==> config.mk <==
export PLATFORM = sky130hd
export DESIGN_NAME = cap_volt_sort_select
export DESIGN_NICKNAME = d
export VERILOG_FILES = /design/src/rtl/cvs_pkg.sv /design/src/rtl/cvs_cmp_swap.sv /design/src/rtl/cap_volt_sort_select.sv
export SDC_FILE = /design/constraint.sdc
export NUM_CORES = 1
export LEC_CHECK = 0
export CORE_ASPECT_RATIO = 0.7
export CORE_MARGIN = 1
export CORE_UTILIZATION = 25
export DETAILED_ROUTE_END_ITERATION = 8
export GPL_TIMING_DRIVEN = 0
export PLACE_DENSITY = 0.54
export SLEW_MARGIN = 20
export SYNTH_ARGS = -nofsm -noshare
export SYNTH_HDL_FRONTEND = slang
export SYNTH_SLANG_ARGS = --single-unit
==> constraint.sdc <==
create_clock -name clk -period 5.9 [get_ports clk]
set_clock_uncertainty 0.15 [all_clocks]
set_input_delay 0.885 -clock clk [delete_from_list [all_inputs] [get_ports clk]]
set_output_delay 0.885 -clock clk [all_outputs]
set_load 0.1 [all_outputs]
==> src/rtl/cvs_pkg.sv <==
// Shared sizes and types for the capacitor-voltage sorter: FSM states and the
// (voltage, submodule index) pair that travels through the sorting network.
package cvs_pkg;

  localparam int N_SM  = 5;
  localparam int VW    = 12;
  localparam int IDX_W = $clog2(N_SM + 1);
  localparam int N_CMP = N_SM / 2;

  typedef enum logic [1:0] {
    IDLE,
    SORT,
    SELECT
  } state_t;

  typedef struct packed {
    logic [VW-1:0]    val;
    logic [IDX_W-1:0] idx;
  } sort_pair_t;

endpackage

==> src/rtl/cvs_cmp_swap.sv <==
// Combinational compare-exchange of two (voltage, index) pairs. Swaps only on a
// strict greater-than so equal voltages never change relative order.
module cvs_cmp_swap
  import cvs_pkg::*;
(
  input  sort_pair_t a,
  input  sort_pair_t b,
  output sort_pair_t lo,
  output sort_pair_t hi
);

  logic swap;

  assign swap = (a.val > b.val);
  assign lo   = swap ? b : a;
  assign hi   = swap ? a : b;

endmodule

==> src/rtl/cap_volt_sort_select.sv <==
// MMC arm capacitor-voltage sorter: odd-even transposition sort (one phase per
// cycle) followed by insertion-mask selection of the lowest/highest n_on submodules.
module cap_volt_sort_select
  import cvs_pkg::*;
(
  input  logic                 clk,
  input  logic                 rst,
  input  logic                 start,
  input  logic [N_SM*VW-1:0]   v_cap,
  input  logic [IDX_W-1:0]     n_on,
  input  logic                 i_arm_pos,
  output logic                 busy,
  output logic                 done,
  output logic [N_SM-1:0]      ins_mask,
  output logic [IDX_W-1:0]     n_ins,
  output logic                 n_clamped
);

  state_t            state_q, state_d;
  logic [IDX_W-1:0]  phase_q, phase_d;
  sort_pair_t        pair_q [N_SM];
  sort_pair_t        pair_d [N_SM];
  logic [IDX_W-1:0]  n_on_q, n_on_d;
  logic              pos_q, pos_d;
  logic              busy_q, busy_d;
  logic              done_q, done_d;
  logic [N_SM-1:0]   ins_mask_q, ins_mask_d;
  logic [IDX_W-1:0]  n_ins_q, n_ins_d;
  logic              n_clamped_q, n_clamped_d;

  sort_pair_t        cmp_a  [N_CMP];
  sort_pair_t        cmp_b  [N_CMP];
  sort_pair_t        cmp_lo [N_CMP];
  sort_pair_t        cmp_hi [N_CMP];

  logic [IDX_W-1:0]  n_eff;
  logic [N_SM-1:0]   mask_sel;

  // Comparator j serves pair (2j,2j+1) on even phases and (2j+1,2j+2) on odd ones.
  for (genvar j = 0; j < N_CMP; j++) begin : g_cmp
    if (2*j + 2 < N_SM) begin : g_mux
      assign cmp_a[j] = phase_q[0] ? pair_q[2*j+1] : pair_q[2*j];
      assign cmp_b[j] = phase_q[0] ? pair_q[2*j+2] : pair_q[2*j+1];
    end else begin : g_even_only
      assign cmp_a[j] = pair_q[2*j];
      assign cmp_b[j] = pair_q[2*j+1];
    end
    cvs_cmp_swap u_cmp (
      .a  (cmp_a[j]),
      .b  (cmp_b[j]),
      .lo (cmp_lo[j]),
      .hi (cmp_hi[j])
    );
  end

  // Rank r is selected from the bottom when charging, from the top when discharging.
  always_comb begin
    n_eff    = (n_on_q > IDX_W'(N_SM)) ? IDX_W'(N_SM) : n_on_q;
    mask_sel = '0;
    for (int r = 0; r < N_SM; r++) begin
      if (pos_q ? (r < int'(n_eff)) : (r >= N_SM - int'(n_eff)))
        mask_sel[pair_q[r].idx] = 1'b1;
    end
  end

  // NOTE: every _d gets a default from its _q first, so no path leaves it unassigned
  // and no latch is inferred.
  always_comb begin
    state_d     = state_q;
    phase_d     = phase_q;
    pair_d      = pair_q;
    n_on_d      = n_on_q;
    pos_d       = pos_q;
    busy_d      = busy_q;
    done_d      = 1'b0;
    ins_mask_d  = ins_mask_q;
    n_ins_d     = n_ins_q;
    n_clamped_d = n_clamped_q;

    case (state_q)
      IDLE: begin
        if (start) begin
          for (int k = 0; k < N_SM; k++) begin
            pair_d[k].val = v_cap[k*VW +: VW];
            pair_d[k].idx = IDX_W'(k);
          end
          n_on_d  = n_on;
          pos_d   = i_arm_pos;
          phase_d = '0;
          busy_d  = 1'b1;
          state_d = SORT;
        end
      end
      SORT: begin
        for (int j = 0; j < N_CMP; j++) begin
          if (!phase_q[0]) begin
            pair_d[2*j]   = cmp_lo[j];
            pair_d[2*j+1] = cmp_hi[j];
          end else if (2*j + 2 < N_SM) begin
            pair_d[2*j+1] = cmp_lo[j];
            pair_d[2*j+2] = cmp_hi[j];
          end
        end
        phase_d = phase_q + 1'b1;
        if (phase_q == IDX_W'(N_SM - 1))
          state_d = SELECT;
      end
      SELECT: begin
        ins_mask_d  = mask_sel;
        n_ins_d     = n_eff;
        n_clamped_d = (n_on_q > IDX_W'(N_SM));
        done_d      = 1'b1;
        busy_d      = 1'b0;
        state_d     = IDLE;
      end
      default: state_d = IDLE;
    endcase
  end

  // NOTE: sequential state uses non-blocking assignments only, so every flop samples
  // the pre-edge value of every other flop regardless of statement order.
  always_ff @(posedge clk) begin
    if (rst) begin
      state_q     <= IDLE;
      phase_q     <= '0;
      n_on_q      <= '0;
      pos_q       <= 1'b0;
      busy_q      <= 1'b0;
      done_q      <= 1'b0;
      ins_mask_q  <= '0;
      n_ins_q     <= '0;
      n_clamped_q <= 1'b0;
      // NOTE: the pair file is small and must come out of reset cleared, so it is
      // reset explicitly rather than left to be overwritten by the next capture.
      for (int k = 0; k < N_SM; k++)
        pair_q[k] <= '0;
    end else begin
      state_q     <= state_d;
      phase_q     <= phase_d;
      pair_q      <= pair_d;
      n_on_q      <= n_on_d;
      pos_q       <= pos_d;
      busy_q      <= busy_d;
      done_q      <= done_d;
      ins_mask_q  <= ins_mask_d;
      n_ins_q     <= n_ins_d;
      n_clamped_q <= n_clamped_d;
    end
  end

  assign busy      = busy_q;
  assign done      = done_q;
  assign ins_mask  = ins_mask_q;
  assign n_ins     = n_ins_q;
  assign n_clamped = n_clamped_q;

endmodule

* After elaboration in Yosys (flattened, before gate mapping) *
Cells that the tools add are included.

storage, ports and cells
  register bits = 95
  bits of input ports = 67
  output and inout bits = 11

operators by class
  add/subtract/negate cells = 2
  magnitude comparators = 23
  equal/unequal tests = 7
  multiplexer cells = 44
  bitwise logic cells = 4
  reductions and logical operators = 14

operators by type and width
  operator              count
  $mux W15              13
  $pmux W75 S2          1
  $mux W75              1
  $mux W5               5
  $gt A12 B12 Y1        2
  $lt A3 B4 Y1 const B  5
  $or A5 B5 Y5          4
  $demux W1 S3          5
  $ge A3 B1 Y1 const B  5
  $mux W1               12
  $ge A3 B4 Y1 const A  2
  $ne A2 B2 Y1 const B  4
  $reduce_and A2 Y1     4
  $lt A1 B3 Y1 const A  2
  $lt A2 B3 Y1 const A  2
  $mux W3               2
  $pmux W3 S2           1
  $reduce_and A3 Y1     2
  $logic_and A1 B1 Y1   5
  $ge A1 B4 Y1 const A  1
  $ge A2 B4 Y1 const A  1
  $ge A4 B4 Y1 const A  1
  $mux W2               2
  $pmux W2 S2           1
  10 further kinds      11

* Longest topological paths before layout *
  word-level depth = 14
  gate-level depth with buffers = 15

* Cells and area by module *
A second synthesis with hierarchy kept.

second synthesis, totals
  cells, all modules = 824
  area, all modules = 7,155.6 µm²

modules (own cells, without submodules)
  module                instances  cells an instance  area an instance (µm²)  seq. area each (µm²)
  cap_volt_sort_select  1          674                5,559.1                 1,901.8
  cvs_cmp_swap          2          75                 798.3                   0.0

* Worst setup path before layout *
No wires, ideal clock.

  path type = register -> register
  start point = register phase_q[0]
  end point = register pair_q[31] (netlist name)
  arrival = 3.219 ns
  data required time = 5.613 ns
  setup slack = 2.394 ns
  cell stages (with the launch flop) = 13
  period minus slack after synthesis = 3.506 ns
  cell sequence = dfxtp_1 -> buf_1 -> buf_2 -> mux2_2 -> ha_1 -> a21o_1 -> a21o_1 -> a22o_1 -> o31ai_4 -> buf_6 -> mux2_2 -> o221ai_1 -> a31oi_1

on the way
  word-level cells in the longest chain between the ends = 5

RTL lines
  element                             line                                                    source
  start, declared                     cap_volt_sort_select.sv:20                              logic [IDX_W-1:0] phase_q, phase_d;
  start signal, assigned              cap_volt_sort_select.sv:139                             phase_q <= phase_d;
  $mux W15, on equally long branches  cap_volt_sort_select.sv:42, cap_volt_sort_select.sv:43
  $gt A12 B12 Y1                      cvs_cmp_swap.sv:14                                      assign swap = (a.val > b.val);
  $mux W15, on equally long branches  cvs_cmp_swap.sv:15, cvs_cmp_swap.sv:16
  $mux W15 (*)                        cap_volt_sort_select.sv:96                              if (!phase_q[0]) begin
  $pmux W75 S2 (*)                    cap_volt_sort_select.sv:80                              case (state_q)
  end signal, assigned                cap_volt_sort_select.sv:140                             pair_q <= pair_d;
  end, declared                       cap_volt_sort_select.sv:21                              sort_pair_t pair_q [N_SM];

Every way passes the cells marked *; elsewhere a longest branch is shown, timed or not.
A chain may end at the register's enable or synchronous reset.

* Worst setup path in the final report *
  start point = register phase_q[0]
  end point = register pair_q[42] (netlist name)

The elaborated chain is that of the path after synthesis.

==> results.sh <==
export IMPL_dieWidth_um=200
export IMPL_highest_fanout_seen_on_the_critical_path=10
export IMPL_cts_post_setup_buffers_inserted=0
export IMPL_worst_r2r_setup_slack_ps=870
export IMPL_rows=50
export IMPL_p_leak_nw=3.11
export IMPL_seq_total_area_yosys_pct=27.7
export IMPL_cts_hold_repair_buffers=0
export IMPL_final_setup_tns_ps=0
export IMPL_timing_fmax_mhz=199
export IMPL_grt_usage_pct=21.1
export IMPL_n_antenna_cell=0
export IMPL_drv_cap=0
export IMPL_critical_path_class="register to register"
export IMPL_layout_min_cycle_time_ps=5030
export IMPL_via_count_of_the_first_global_routing_pass=6959
export IMPL_die_h_um=141
export IMPL_finish_cell_count_without_fillers=1374
export IMPL_worstMarginPinSlew_ps=1110
export IMPL_wire_per_inst_um=21.5
export IMPL_setup_violations=0
export IMPL_core_area_sq_um=26800
export IMPL_synth_top_area_share_pct=27.7
export IMPL_crit_path_end_kind="register"
export IMPL_drt_vias_per_instance=5.54
export IMPL_worstSetupStartpoint="phase_q[0]$_SDFFE_PP0P_"
export IMPL_ctsLongestPathBuffers=2
export IMPL_die_area_sq_um=28100
export IMPL_total_number_of_vias=7608
export IMPL_cts_max_level=3
export IMPL_cpLargestDelayFamily="buffers and inverters"
export IMPL_finalHoldViolCount=0
export IMPL_cts_root_buf="sky130_fd_sc_hd__clkbuf_16"
export IMPL_yosys_mux_area_fraction_pct=8.29
export IMPL_async_reset_ff_share_pct=0
export IMPL_syn2layout_area_growth_pct=22.2
export IMPL_ys_seq_elements=95
export IMPL_drt_wl_total_um=29600
export IMPL_placedInstanceArea_sq_um=8080
export IMPL_tritoncts_num_buffers=9
export IMPL_synth_top_family_by_area="compound AO/OA/AOI/OAI gates"
export IMPL_finish_instance_area_sq_um=8390
export IMPL_unrepaired_setup_endpoints_after_global_routing="no"
export IMPL_fraction_of_the_mapped_netlist_area_in_compound_gates_pct=30.4
export IMPL_worstSetupStartpointType="register"
export IMPL_slowest_delay_ps=870
export IMPL_synth_xor_area_share_pct=0.128
export IMPL_timing_final_max_slew_violations=0
export IMPL_synthesis_nets=1016
export IMPL_clk_transition_reported_paths_ps=70
export IMPL_synth_area_per_cell_sq_um=7.48
export IMPL_detailedPlacementHpwl_um=22600
export IMPL_synth_edf_count=0
export IMPL_floorplan_initialDensity_pct=25.6
export IMPL_ant_nets=0
export IMPL_yosys_area_top_type="sky130_fd_sc_hd__dfxtp_1"
export IMPL_critical_path_slowest_cell="sky130_fd_sc_hd__buf_1"
export IMPL_num_io_pins=78
export IMPL_netlist_top_cells_count="sky130_fd_sc_hd__dfxtp_1, sky130_fd_sc_hd__nor2_1, sky130_fd_sc_hd__a21oi_1"
export IMPL_maxSlewHeadroom_pct=26.3
export IMPL_ys_flop_type="sky130_fd_sc_hd__dfxtp_1"
export IMPL_synth_warning_count=0
export IMPL_pwr_density_cell_nw_per_um2=353
export IMPL_mapped_cell_area_sq_um=6870
export IMPL_detailedRoute_firstIterationViolations=896
export IMPL_placedCellCount=1358
export IMPL_initial_antenna_violation_count=0
export IMPL_critPathBufInv=4
export IMPL_required_ps=6010
export IMPL_nFillCells=2919
export IMPL_status="finished clean"
export IMPL_worstPathArrival_ps=5140
export IMPL_synth_distinct_cells=59
export IMPL_drive_gt1_share_pct=7.23
export IMPL_hp_class="register to register"
export IMPL_post_cts_resized=0
export IMPL_finish_net_count=1103
export IMPL_timing_critical_path_cells="buf_1 -> clkbuf_1 -> mux2i_1 -> ha_1 -> a21o_1 -> a21o_1 -> a22o_1 -> o31ai_4 -> buf_6 -> buf_2 -> o21ai_0 -> a22o_1"
export IMPL_synth_most_common_cell="sky130_fd_sc_hd__dfxtp_1"
export IMPL_maximum_number_of_pins_on_one_net_before_global_route_repair=17
export IMPL_wire_length_of_the_first_global_routing_pass_um=44100
export IMPL_worst_skew_pair_late_latency_ps=360
export IMPL_cts_num_sinks=95
export IMPL_min_period_over_period_pct=85.3
export IMPL_cts_tree="yes"
export IMPL_detailedRoute_firstPassIterationCount=5
export IMPL_postSynthCellCount=918
export IMPL_regToRegStartpoint="phase_q[0]$_SDFFE_PP0P_"
export IMPL_place_port_buffers=76
export IMPL_gr_total_overflow=0
export IMPL_gp_routability_congestion=0.979
export IMPL_synth_simple_gate_area_share_pct=20.2
export IMPL_vdd_drop_max_uv=143
export IMPL_synthTopCellsByArea="sky130_fd_sc_hd__dfxtp_1, sky130_fd_sc_hd__a21oi_1, sky130_fd_sc_hd__ha_1"
export IMPL_post_route_drc_count=0
export IMPL_fraction_of_the_core_area_covered_by_cells_at_the_end_of_the_flow_pct=31.3
export IMPL_holdCritStartpoint="n_clamped$_SDFFE_PP0P_"
export IMPL_yosys_area_share_adder_pct=5.65
## worst min-delay path: stages (launching register included)
cell and delay [ps]:
sky130_fd_sc_hd__dfxtp_1 310, sky130_fd_sc_hd__nand2_1 50, sky130_fd_sc_hd__a21oi_1 50
## cells by family (layout without fill, tap and decap cells)
kind of cell,after synthesis,after routing
compound gates,319,319
simple gates,294,294
buf+inv,124,216
flops,95,95
mux,54,54
fa+ha+maj,31,31
xor+xnor,1,1
## power breakdown
| part | internal (mW) | switching, mW |
|---|---|---|
| Sequential | 0.734 | 0.0901 |
| Combinational | 0.536 | 0.971 |
| Clock | 0.343 | 0.291 |
## final cells by class
cell class	instances	area, sq um	area share, %
inverter	40	150	1.79
buffer	84	375	4.47
clock buffer	10	239	2.85
timing repair buffer	76	761	9.07
sequential	95	1900	22.7
clock inverter	6	68.8	0.820
tap	364	455	5.43
multi-input combinational	699	4440	52.9
## placed cells by master (no fill, tap or decap), drive strengths merged, types with 8 or more instances in the layout
cell type and count:
o32ai 16, clkbuf 71, a311oi 17, inv 41
o211ai 15, a211oi 12, and3 24, o21ai 66
o22ai 27, a21oi 84, a31oi 17, clkdlybuf4s50 76
dfxtp 95, nand3 16, nand2 83, ha 31
o21bai 9, buf 23, nand2b 8, mux2i 31
mux2 23, nor2b 15, nand4 13, nor2 92
nor3 19
## flip-flops by register name, indices dropped and copies added, names as in the netlist
register,flops
pair_q,75
ins_mask,5
n_ins,3
n_on_q,3
phase_q,3
state_q,2
busy,1
done,1
n_clamped,1
pos_q,1
## final timing paths
kind,to,depth (start not counted)
worst max-delay path,pair_q[42]$_SDFFE_PP0P_,12
worst min-delay path,n_clamped$_SDFFE_PP0P_,2
worst max register to register,pair_q[42]$_SDFFE_PP0P_,12
worst min register to register,n_clamped$_SDFFE_PP0P_,2
## metrics by stage
step	setup slack [ps]	hold slack (ps)	total power [mW]
CTS	1160	310	2.92
detailed placement	1180	300	2.29
global placement	1160	298	2.28
floorplan	2390	299	1.82
finish	867	307	2.96
global route	790	341	3.13
## routing by layer
layer / part of all wire [%] / up-vias / track usage [%]
met3: 12 / 36 / 7.44
met2: 37 / 396 / 27.6
met1: 49 / 3613 / 31.8
met4: 1.8 / 0 / 5.18
met5: 0 / - / 0
li1: - / 3563 / -
No activity file was read; power rests on OpenSTA's default activity.
